## config.mk

```make
export PLATFORM = sky130hd
export DESIGN_NAME = instr_fetch_unit
export DESIGN_NICKNAME = d
export VERILOG_FILES = /design/src/rtl/fetch_pkg.sv /design/src/rtl/fetch_queue.sv /design/src/rtl/instr_fetch_unit.sv
export SDC_FILE = /design/constraint.sdc
export NUM_CORES = 1
export LEC_CHECK = 0
export CAP_MARGIN = 15
export CORE_ASPECT_RATIO = 0.5
export CORE_MARGIN = 2
export CORE_UTILIZATION = 58
export CTS_CLUSTER_DIAMETER = 80
export CTS_CLUSTER_SIZE = 40
export DETAILED_ROUTE_END_ITERATION = 6
export PLACE_DENSITY_LB_ADDON = 0.2
export RECOVER_POWER = 25
export SYNTH_ARGS = -nofsm -noshare
export SYNTH_HDL_FRONTEND = slang
export SYNTH_SLANG_ARGS = --single-unit
```

## constraint.sdc

```tcl
create_clock -name clk -period 6.7 [get_ports clk]
set_input_delay 1.34 -clock clk [delete_from_list [all_inputs] [get_ports clk]]
set_output_delay 1.34 -clock clk [all_outputs]
set_load 0.03 [all_outputs]
```

## src/rtl/fetch_pkg.sv

```systemverilog
// Shared types and constants for the instruction fetch stage.
package fetch_pkg;

  typedef struct packed {
    logic [31:0] pc;
    logic        pred;
    logic        filled;
    logic [31:0] data;
  } fetch_entry_t;

  localparam logic [31:0] PC_STEP          = 32'd4;
  localparam logic [31:0] DEFAULT_RESET_PC = 32'h0000_0000;

endpackage

```

## src/rtl/fetch_queue.sv

```systemverilog
// Reservation FIFO: entries are allocated at request time and filled in order as
// responses return; the head is only presented once its data has arrived.
module fetch_queue
  import fetch_pkg::*;
#(
  parameter int unsigned DEPTH = 4,
  localparam int unsigned PtrW = $clog2(DEPTH),
  localparam int unsigned CntW = PtrW + 1
) (
  input  logic            clk,
  input  logic            rst,
  input  logic            flush_i,
  input  logic            alloc_i,
  input  logic [31:0]     alloc_pc_i,
  input  logic            alloc_pred_i,
  input  logic            fill_i,
  input  logic [31:0]     fill_data_i,
  input  logic            pop_i,
  output logic            head_valid_o,
  output logic [31:0]     head_pc_o,
  output logic            head_pred_o,
  output logic [31:0]     head_data_o,
  output logic [CntW-1:0] count_o,
  output logic [CntW-1:0] unfilled_o
);

  fetch_entry_t entries_q [DEPTH];
  fetch_entry_t entries_d [DEPTH];
  logic [PtrW-1:0] alloc_ptr_q, alloc_ptr_d;
  logic [PtrW-1:0] fill_ptr_q, fill_ptr_d;
  logic [PtrW-1:0] rd_ptr_q, rd_ptr_d;
  logic [CntW-1:0] count_q, count_d;
  logic [CntW-1:0] unfilled_q, unfilled_d;
  fetch_entry_t    head;

  always_comb begin
    entries_d   = entries_q;
    alloc_ptr_d = alloc_ptr_q;
    fill_ptr_d  = fill_ptr_q;
    rd_ptr_d    = rd_ptr_q;
    count_d     = count_q;
    unfilled_d  = unfilled_q;
    if (flush_i) begin
      for (int unsigned i = 0; i < DEPTH; i++) entries_d[i].filled = 1'b0;
      alloc_ptr_d = '0;
      fill_ptr_d  = '0;
      rd_ptr_d    = '0;
      count_d     = '0;
      unfilled_d  = '0;
    end else begin
      // Alloc, fill and pop always target distinct entries, so their order is free.
      if (alloc_i) begin
        entries_d[alloc_ptr_q] = '{pc: alloc_pc_i, pred: alloc_pred_i, filled: 1'b0, data: '0};
        alloc_ptr_d = alloc_ptr_q + 1'b1;
      end
      if (fill_i) begin
        entries_d[fill_ptr_q].data   = fill_data_i;
        entries_d[fill_ptr_q].filled = 1'b1;
        fill_ptr_d = fill_ptr_q + 1'b1;
      end
      if (pop_i) rd_ptr_d = rd_ptr_q + 1'b1;
      count_d    = count_q + CntW'(alloc_i) - CntW'(pop_i);
      unfilled_d = unfilled_q + CntW'(alloc_i) - CntW'(fill_i);
    end
  end

  always_ff @(posedge clk) begin
    if (rst) begin
      entries_q   <= '{default: '0};
      alloc_ptr_q <= '0;
      fill_ptr_q  <= '0;
      rd_ptr_q    <= '0;
      count_q     <= '0;
      unfilled_q  <= '0;
    end else begin
      entries_q   <= entries_d;
      alloc_ptr_q <= alloc_ptr_d;
      fill_ptr_q  <= fill_ptr_d;
      rd_ptr_q    <= rd_ptr_d;
      count_q     <= count_d;
      unfilled_q  <= unfilled_d;
    end
  end

  assign head         = entries_q[rd_ptr_q];
  assign head_valid_o = (count_q != '0) && head.filled;
  assign head_pc_o    = head.pc;
  assign head_pred_o  = head.pred;
  assign head_data_o  = head.data;
  assign count_o      = count_q;
  assign unfilled_o   = unfilled_q;

endmodule

```

## src/rtl/instr_fetch_unit.sv

```systemverilog
// Fetch stage: owns the fetch PC, issues in-order memory requests and drops stale
// responses after a redirect. Define FETCH_BP_EN to follow branch-predictor targets.
module instr_fetch_unit
  import fetch_pkg::*;
#(
  parameter int unsigned DEPTH    = 4,
  parameter logic [31:0] RESET_PC = DEFAULT_RESET_PC
) (
  input  logic        clk,
  input  logic        rst,
  output logic        imem_req_valid,
  input  logic        imem_req_ready,
  output logic [31:0] imem_req_addr,
  input  logic        imem_rsp_valid,
  input  logic [31:0] imem_rsp_data,
  output logic [31:0] bp_pc,
  input  logic        bp_taken,
  input  logic [31:0] bp_target,
  input  logic        redirect,
  input  logic [31:0] redirect_pc,
  input  logic        stall_d,
  output logic        valid_d,
  output logic [31:0] instr_d,
  output logic [31:0] pc_plus4_d,
  output logic        pred_taken_d
);

  localparam int unsigned PtrW = $clog2(DEPTH);
  localparam int unsigned CntW = PtrW + 1;
  localparam int unsigned SumW = CntW + 1;
  localparam logic [SumW-1:0] DepthLim = SumW'(DEPTH);

  logic [31:0]     fetch_pc_q, fetch_pc_d;
  logic [CntW-1:0] discard_q, discard_d;
  logic [CntW-1:0] count, unfilled;
  logic [31:0]     pc_next, head_pc, head_data;
  logic            pred_next, head_valid, head_pred;
  logic            accept, rsp_drop, fill, pop;

`ifdef FETCH_BP_EN
  assign pred_next = bp_taken;
  assign pc_next   = bp_taken ? bp_target : fetch_pc_q + PC_STEP;
`else
  logic unused_bp;
  assign unused_bp = ^{bp_taken, bp_target};
  assign pred_next = 1'b0;
  assign pc_next   = fetch_pc_q + PC_STEP;
`endif

  // Never let outstanding responses (stale + live) exceed the queue's tracking range.
  assign imem_req_valid = ~rst & ~redirect & ({1'b0, count} < DepthLim)
                        & (({1'b0, discard_q} + {1'b0, unfilled}) < DepthLim);
  assign imem_req_addr  = fetch_pc_q;
  assign bp_pc          = fetch_pc_q;

  assign accept   = imem_req_valid & imem_req_ready;
  assign rsp_drop = imem_rsp_valid & (discard_q != '0);
  assign fill     = imem_rsp_valid & ~rsp_drop & ~redirect;
  assign pop      = head_valid & ~stall_d & ~redirect;

  always_comb begin
    fetch_pc_d = fetch_pc_q;
    discard_d  = discard_q;
    if (redirect) begin
      fetch_pc_d = redirect_pc;
      discard_d  = discard_q + unfilled - CntW'(imem_rsp_valid);
    end else begin
      if (accept) fetch_pc_d = pc_next;
      if (rsp_drop) discard_d = discard_q - 1'b1;
    end
  end

  always_ff @(posedge clk) begin
    if (rst) begin
      fetch_pc_q <= RESET_PC;
      discard_q  <= '0;
    end else begin
      fetch_pc_q <= fetch_pc_d;
      discard_q  <= discard_d;
    end
  end

  fetch_queue #(
    .DEPTH(DEPTH)
  ) u_queue (
    .clk          (clk),
    .rst          (rst),
    .flush_i      (redirect),
    .alloc_i      (accept),
    .alloc_pc_i   (fetch_pc_q),
    .alloc_pred_i (pred_next),
    .fill_i       (fill),
    .fill_data_i  (imem_rsp_data),
    .pop_i        (pop),
    .head_valid_o (head_valid),
    .head_pc_o    (head_pc),
    .head_pred_o  (head_pred),
    .head_data_o  (head_data),
    .count_o      (count),
    .unfilled_o   (unfilled)
  );

  assign valid_d      = head_valid;
  assign instr_d      = head_valid ? head_data : '0;
  assign pc_plus4_d   = head_valid ? head_pc + PC_STEP : '0;
  assign pred_taken_d = head_valid & head_pred;

endmodule
```

==> results of run 1 <==
[final cells by class]
| type | instances | area, µm² |
|---|---|---|
| Clock inverter | 1 | 11.3 |
| Clock buffer | 12 | 279 |
| Inverter | 25 | 93.8 |
| Multi-Input combinational cell | 1158 | 7520 |
| Sequential cell | 311 | 6230 |
| Antenna cell | 2 | 5.00 |
| Fill cell | 2004 | 8260 |
| Timing Repair Buffer | 222 | 2150 |
| Tap cell | 344 | 430 |
[metrics by stage]
stage	worst slack (ps)	utilization	total power [µW]	hold WS, ps
2_1_floorplan	2640	-	2310	405
3_3_place_gp	1790	0.658	2470	433
3_5_place_dp	1770	0.658	2490	441
4_1_cts	1200	0.670	3330	458
5_1_grt	943	0.669	3430	480
6_report	1180	0.669	3320	459
[kinds of logic after synthesis]
| group | after synthesis | share of synthesized area |
|---|---|---|
| adder cells (fa/ha/maj) | 24 | 0.0221 |
| AND/OR/NAND/NOR | 659 | 0.207 |
| buffers and inverters | 201 | 0.0644 |
| XOR/XNOR | 30 | 0.0180 |
| AO/OA/AOI/OAI | 374 | 0.156 |
| flip-flops | 311 | 0.426 |
| multiplexers | 71 | 0.107 |
[cells in the mapped netlist (15+ instances only)]
cell,instances
nor2_1,52
and2_1,52
clkbuf_1,119
xnor2_1,23
nand2_1,372
inv_1,25
nand3_1,73
o21ai_0,26
nand4_1,15
and3_1,22
a21oi_1,225
buf_4,35
a32o_1,20
nor3_1,16
a22o_1,26
dfxtp_1,311
ha_1,21
a31oi_1,17
mux4_2,59
[layer usage]
metal | GRT usage | routed length, µm
met5 | 0 | 0
met4 | 0.0967 | 821
met3 | 0.0466 | 3130
met2 | 0.559 | 21100
met1 | 0.381 | 16900
[power by group through the flow]
stage                     Combinational (µW)  Sequential, µW  Clock (µW)
after global routing                     534            1960         930
after detailed placement                 498            2000           0
after floorplan                          318            1990           0
after global placement                   477            1990           0
after CTS                                500            1960         871
final                                    493            1960         868
[worst max-delay path by stage]
stage                      to  slack [ps]  depth (start not counted)
2_1_floorplan  pc_plus4_d[30]        2640                          8
3_3_place_gp   pc_plus4_d[30]        1790                          6
3_5_place_dp   pc_plus4_d[30]        1770                          6
4_1_cts        pc_plus4_d[30]        1200                          6
5_1_grt        pc_plus4_d[31]         940                          6
6_report       pc_plus4_d[31]        1180                          6
[worst min-delay path, stage by stage, from the launching register on]
cell and delay [ps]:
dfxtp_1 330, nand2_1 50, a21oi_1 50
==> qor.yml, run 1 <==
status: "complete, but fails checks"
failed_checks: "max-capacitance violations, max-slew violations"
place_hpwl_um: 26400
gp_congestion: 0.865
finalClockSkew_ps: 23.1
setup_viol: 0
cts_resized: 0
clk_pin_slew_ps: 150
cp.required_ps: 5360
final_nets: 1856
swShare: 0.277
clk-insertion-delay-late_ps: 510
core_um2: 25000
ys_warn_count: 0
die_w_um: 229
hold_buffers: 0
synthArstFlopShare: 0
switchingPower_uw: 921
reg2reg_setup_slack_ps: 2510
leakagePower_uw: 0.00560
cp_max_fo: 35
cts_setup_buffers: 0
io_pins: 234
vias: 12900
cts-htree-levels: 1
drv_slew: 78
fmax_mhz: 181
grt_pass1_wl_um: 65500
stdcell_count: 2075
ctsRootBufferMaster: "clkbuf_16"
overflow: 0
ant_nets: 0
dr.pass1.iters: 7
cp.buffers_inverters: 1
syn_area_um2: 14600
cts_sinks: 311
area_growth_pct: 14.3
start_util: 0.586
drt_iter0_markers: 1341
finalHoldViolCount: 0
numCtsBuffers: 11
synth.area.top_cells: "dfxtp_1 (43%), nand2_1 (9.5%), mux4_2 (9.1%), a21oi_1 (7.7%), clkbuf_1 (3.1%)"
rows: 41
fin_crit_ps: 5520
holdPathStages: 2
startpoint: "u_queue.rd_ptr_q[0]"
synthCells: 1670
crit_arrival_ps: 4180
relSlewSlack: -0.368
grt_max_degree: 110
crit_type: "reg -> out"
synth_cell_type_count: 58
mappedNetlistNets: 1797
end_kind: "primary output"
r2r-start: "discard_q[2]"
clockBufferDepth: 3
synth.top_cell.area_share: 0.426
synth-seq-cells: 311
rr_worst_depth: 7
synth-edff-count: 0
power_frac_comb: 0.149
p_int_uw: 2400
layout_common_cells: "nand2_1 (370), dfxtp_1 (309), a21oi_1 (225)"
dpl-instance-area_um2: 16400
tightest_slew_ps: 2050
min_path_type: "reg -> reg"
synth_area_leader_cell: "dfxtp_1"
grt_usage: 0.307
crit_slowest_cell: "dfxtp_4"
cts_tree: "built"
routedWlPerCell_um: 20.2
antenna_found_initial: 1
peakVddDrop_v: 0.000196
die_y_um: 116
layout-drive-gt1-share: 0.0654
seq_power_share: 0.590
syn_avg_cell_area_um2: 8.76
grt_pass1_vias: 12500
start_kind: "flip-flop"
fin_setup_tns_ps: 0
drv_cap: 2
cpLargestDelayFamily: "simple AND/OR/NAND/NOR gates"
ys_seq_area_frac: 0.426
dp.cells: 2060
pwr-share-clk: 0.262
vias_per_cell: 6.20
rsz0062_at_grt: "false"
stdcell_area_um2: 16700
cpPeakStageDelay_ps: 850
port_buffers: 200
p_per_area_nw_per_um2: 198
synthFlopType: "dfxtp_1"
wl_um: 41900
drc_errors: 0
crit_chain: "mux4_1 > and4_1 > nand4_1 > or4_1 > a21oi_1 > clkdlybuf4s50_1"
final_common_cell: "nand2_1"
period_share: 0.823
die_area_um2: 26600
Power figures use the tool's default switching activity.
==> run 2, diff against run 1 <==
--- a/config.mk
+++ b/config.mk
@@ -8,7 +8,7 @@
 export CAP_MARGIN = 15
 export CORE_ASPECT_RATIO = 0.5
 export CORE_MARGIN = 2
-export CORE_UTILIZATION = 58
+export CORE_UTILIZATION = 54
 export CTS_CLUSTER_DIAMETER = 80
 export CTS_CLUSTER_SIZE = 40
 export DETAILED_ROUTE_END_ITERATION = 6
==> constraint.sdc (replaced) <==
create_clock -name clk -period 5.47 [get_ports clk]
set_input_delay 1.094 -clock clk [delete_from_list [all_inputs] [get_ports clk]]
set_output_delay 1.094 -clock clk [all_outputs]
set_load 0.03 [all_outputs]
==> qor.yml, run 2 (synthesized netlist as in run 1, its figures left out) <==
status: "complete, but fails checks"
failed_checks: "max-capacitance violations, max-slew violations"
clk_pin_slew_ps: 150
r2r-start: "u_queue.rd_ptr_q[1]"
ctsRootBufferMaster: "clkbuf_16"
p_per_area_nw_per_um2: 245
gp_congestion: 0.836
period_share: 0.946
setup_viol: 0
end_kind: "primary output"
finalClockSkew_ps: 27.0
hold_buffers: 0
die_w_um: 237
clockBufferDepth: 3
p_int_uw: 3000
seq_power_share: 0.582
layout-drive-gt1-share: 0.0668
cts-htree-levels: 1
cpLargestDelayFamily: "simple AND/OR/NAND/NOR gates"
drt_iter0_markers: 1316
crit_slowest_cell: "dfxtp_2"
layout_common_cells: "nand2_1 (372), dfxtp_1 (309), a21oi_1 (225)"
relSlewSlack: -0.321
port_buffers: 200
cts_setup_buffers: 0
cts_tree: "built"
die_y_um: 120
drv_cap: 2
start_kind: "flip-flop"
peakVddDrop_v: 0.000198
rsz0062_at_grt: "false"
vias: 12800
routedWlPerCell_um: 19.8
crit_chain: "mux4_2 > ha_1 > nand2_2 > or4_4 > or4_1 > a21oi_1 > clkdlybuf4s50_1"
overflow: 0
pwr-share-clk: 0.271
leakagePower_uw: 0.00564
dpl-instance-area_um2: 16500
grt_pass1_wl_um: 65400
stdcell_area_um2: 16800
io_pins: 234
core_um2: 26500
crit_arrival_ps: 4080
fin_setup_tns_ps: 0
fmax_mhz: 193
final_common_cell: "nand2_1"
rows: 42
finalHoldViolCount: 0
power_frac_comb: 0.147
numCtsBuffers: 11
die_area_um2: 28500
area_growth_pct: 14.7
start_util: 0.551
fin_crit_ps: 5170
switchingPower_uw: 1120
clk-insertion-delay-late_ps: 510
dr.pass1.iters: 6
crit_type: "reg -> out"
grt_max_degree: 136
place_hpwl_um: 26500
cpPeakStageDelay_ps: 820
swShare: 0.272
cts_resized: 0
n_antenna_cell: 0
grt_pass1_vias: 12700
cp_max_fo: 26
grt_usage: 0.284
final_nets: 1861
tightest_slew_ps: 1980
cts_sinks: 311
cp.required_ps: 4380
wl_um: 41300
vias_per_cell: 6.12
ant_nets: 0
min_path_type: "reg -> reg"
cp.buffers_inverters: 1
startpoint: "u_queue.rd_ptr_q[1]"
drc_errors: 0
drv_slew: 77
antenna_found_initial: 0
==> run 2: power by group through the flow <==
| stage | registers, µW | logic [µW] | clock network [µW] |
|---|---|---|---|
| 2_1_floorplan | 2440 | 389 | 0 |
| 3_3_place_gp | 2440 | 592 | 0 |
| 3_5_place_dp | 2450 | 611 | 0 |
| 4_1_cts | 2400 | 613 | 1130 |
| 5_1_grt | 2410 | 652 | 1210 |
| 6_report | 2400 | 604 | 1110 |
==> run 2: final timing paths <==
check / to / slack (ps) / depth (start not counted)
min reg2reg: flip-flop / 440 / 2
min: flip-flop / 440 / 2
max reg2reg: u_queue.count_o[2] / 1450 / 13
max: pc_plus4_d[28] / 300 / 7
==> run 2: worst reg2reg max path: stages (launching register included) <==
cell	delay, ps
dfxtp_2	820
buf_4	630
mux4_2	470
o31ai_4	80
buf_4	370
nor3_1	140
ha_1	380
inv_1	50
ha_1	130
inv_1	50
fa_1	370
xor2_1	180
xnor2_1	140
nor2_1	60
==> run 2: per-stage QoR <==
stage	std cells	power (µW)	worst slack, ps	hold WS, ps	utilization
3_3_place_gp	2073	3030	911	431	0.621
4_1_cts	2088	4140	285	448	0.633
3_5_place_dp	2073	3060	870	428	0.621
2_1_floorplan	1670	2830	1660	405	-
6_report	2088	4120	297	445	0.632
5_1_grt	2088	4260	89.5	463	0.632
==> run 2: final cells by class <==
cell class | instances | area [µm²]
multi-input combinational | 1158 | 7500
sequential | 311 | 6230
tap | 352 | 440
clock buffer | 13 | 293
inverter | 25 | 93.8
clock inverter | 2 | 35.0
fill | 2205 | 9760
timing repair buffer | 227 | 2190
==> run 2: routing by layer <==
layer  wire length [µm]  track usage  up-vias
met5                  0            0        -
met1              17000        0.370     6199
met3               2760       0.0292       75
li1                   -            -     5957
met2              20500        0.498      549
met4                998       0.0941        0
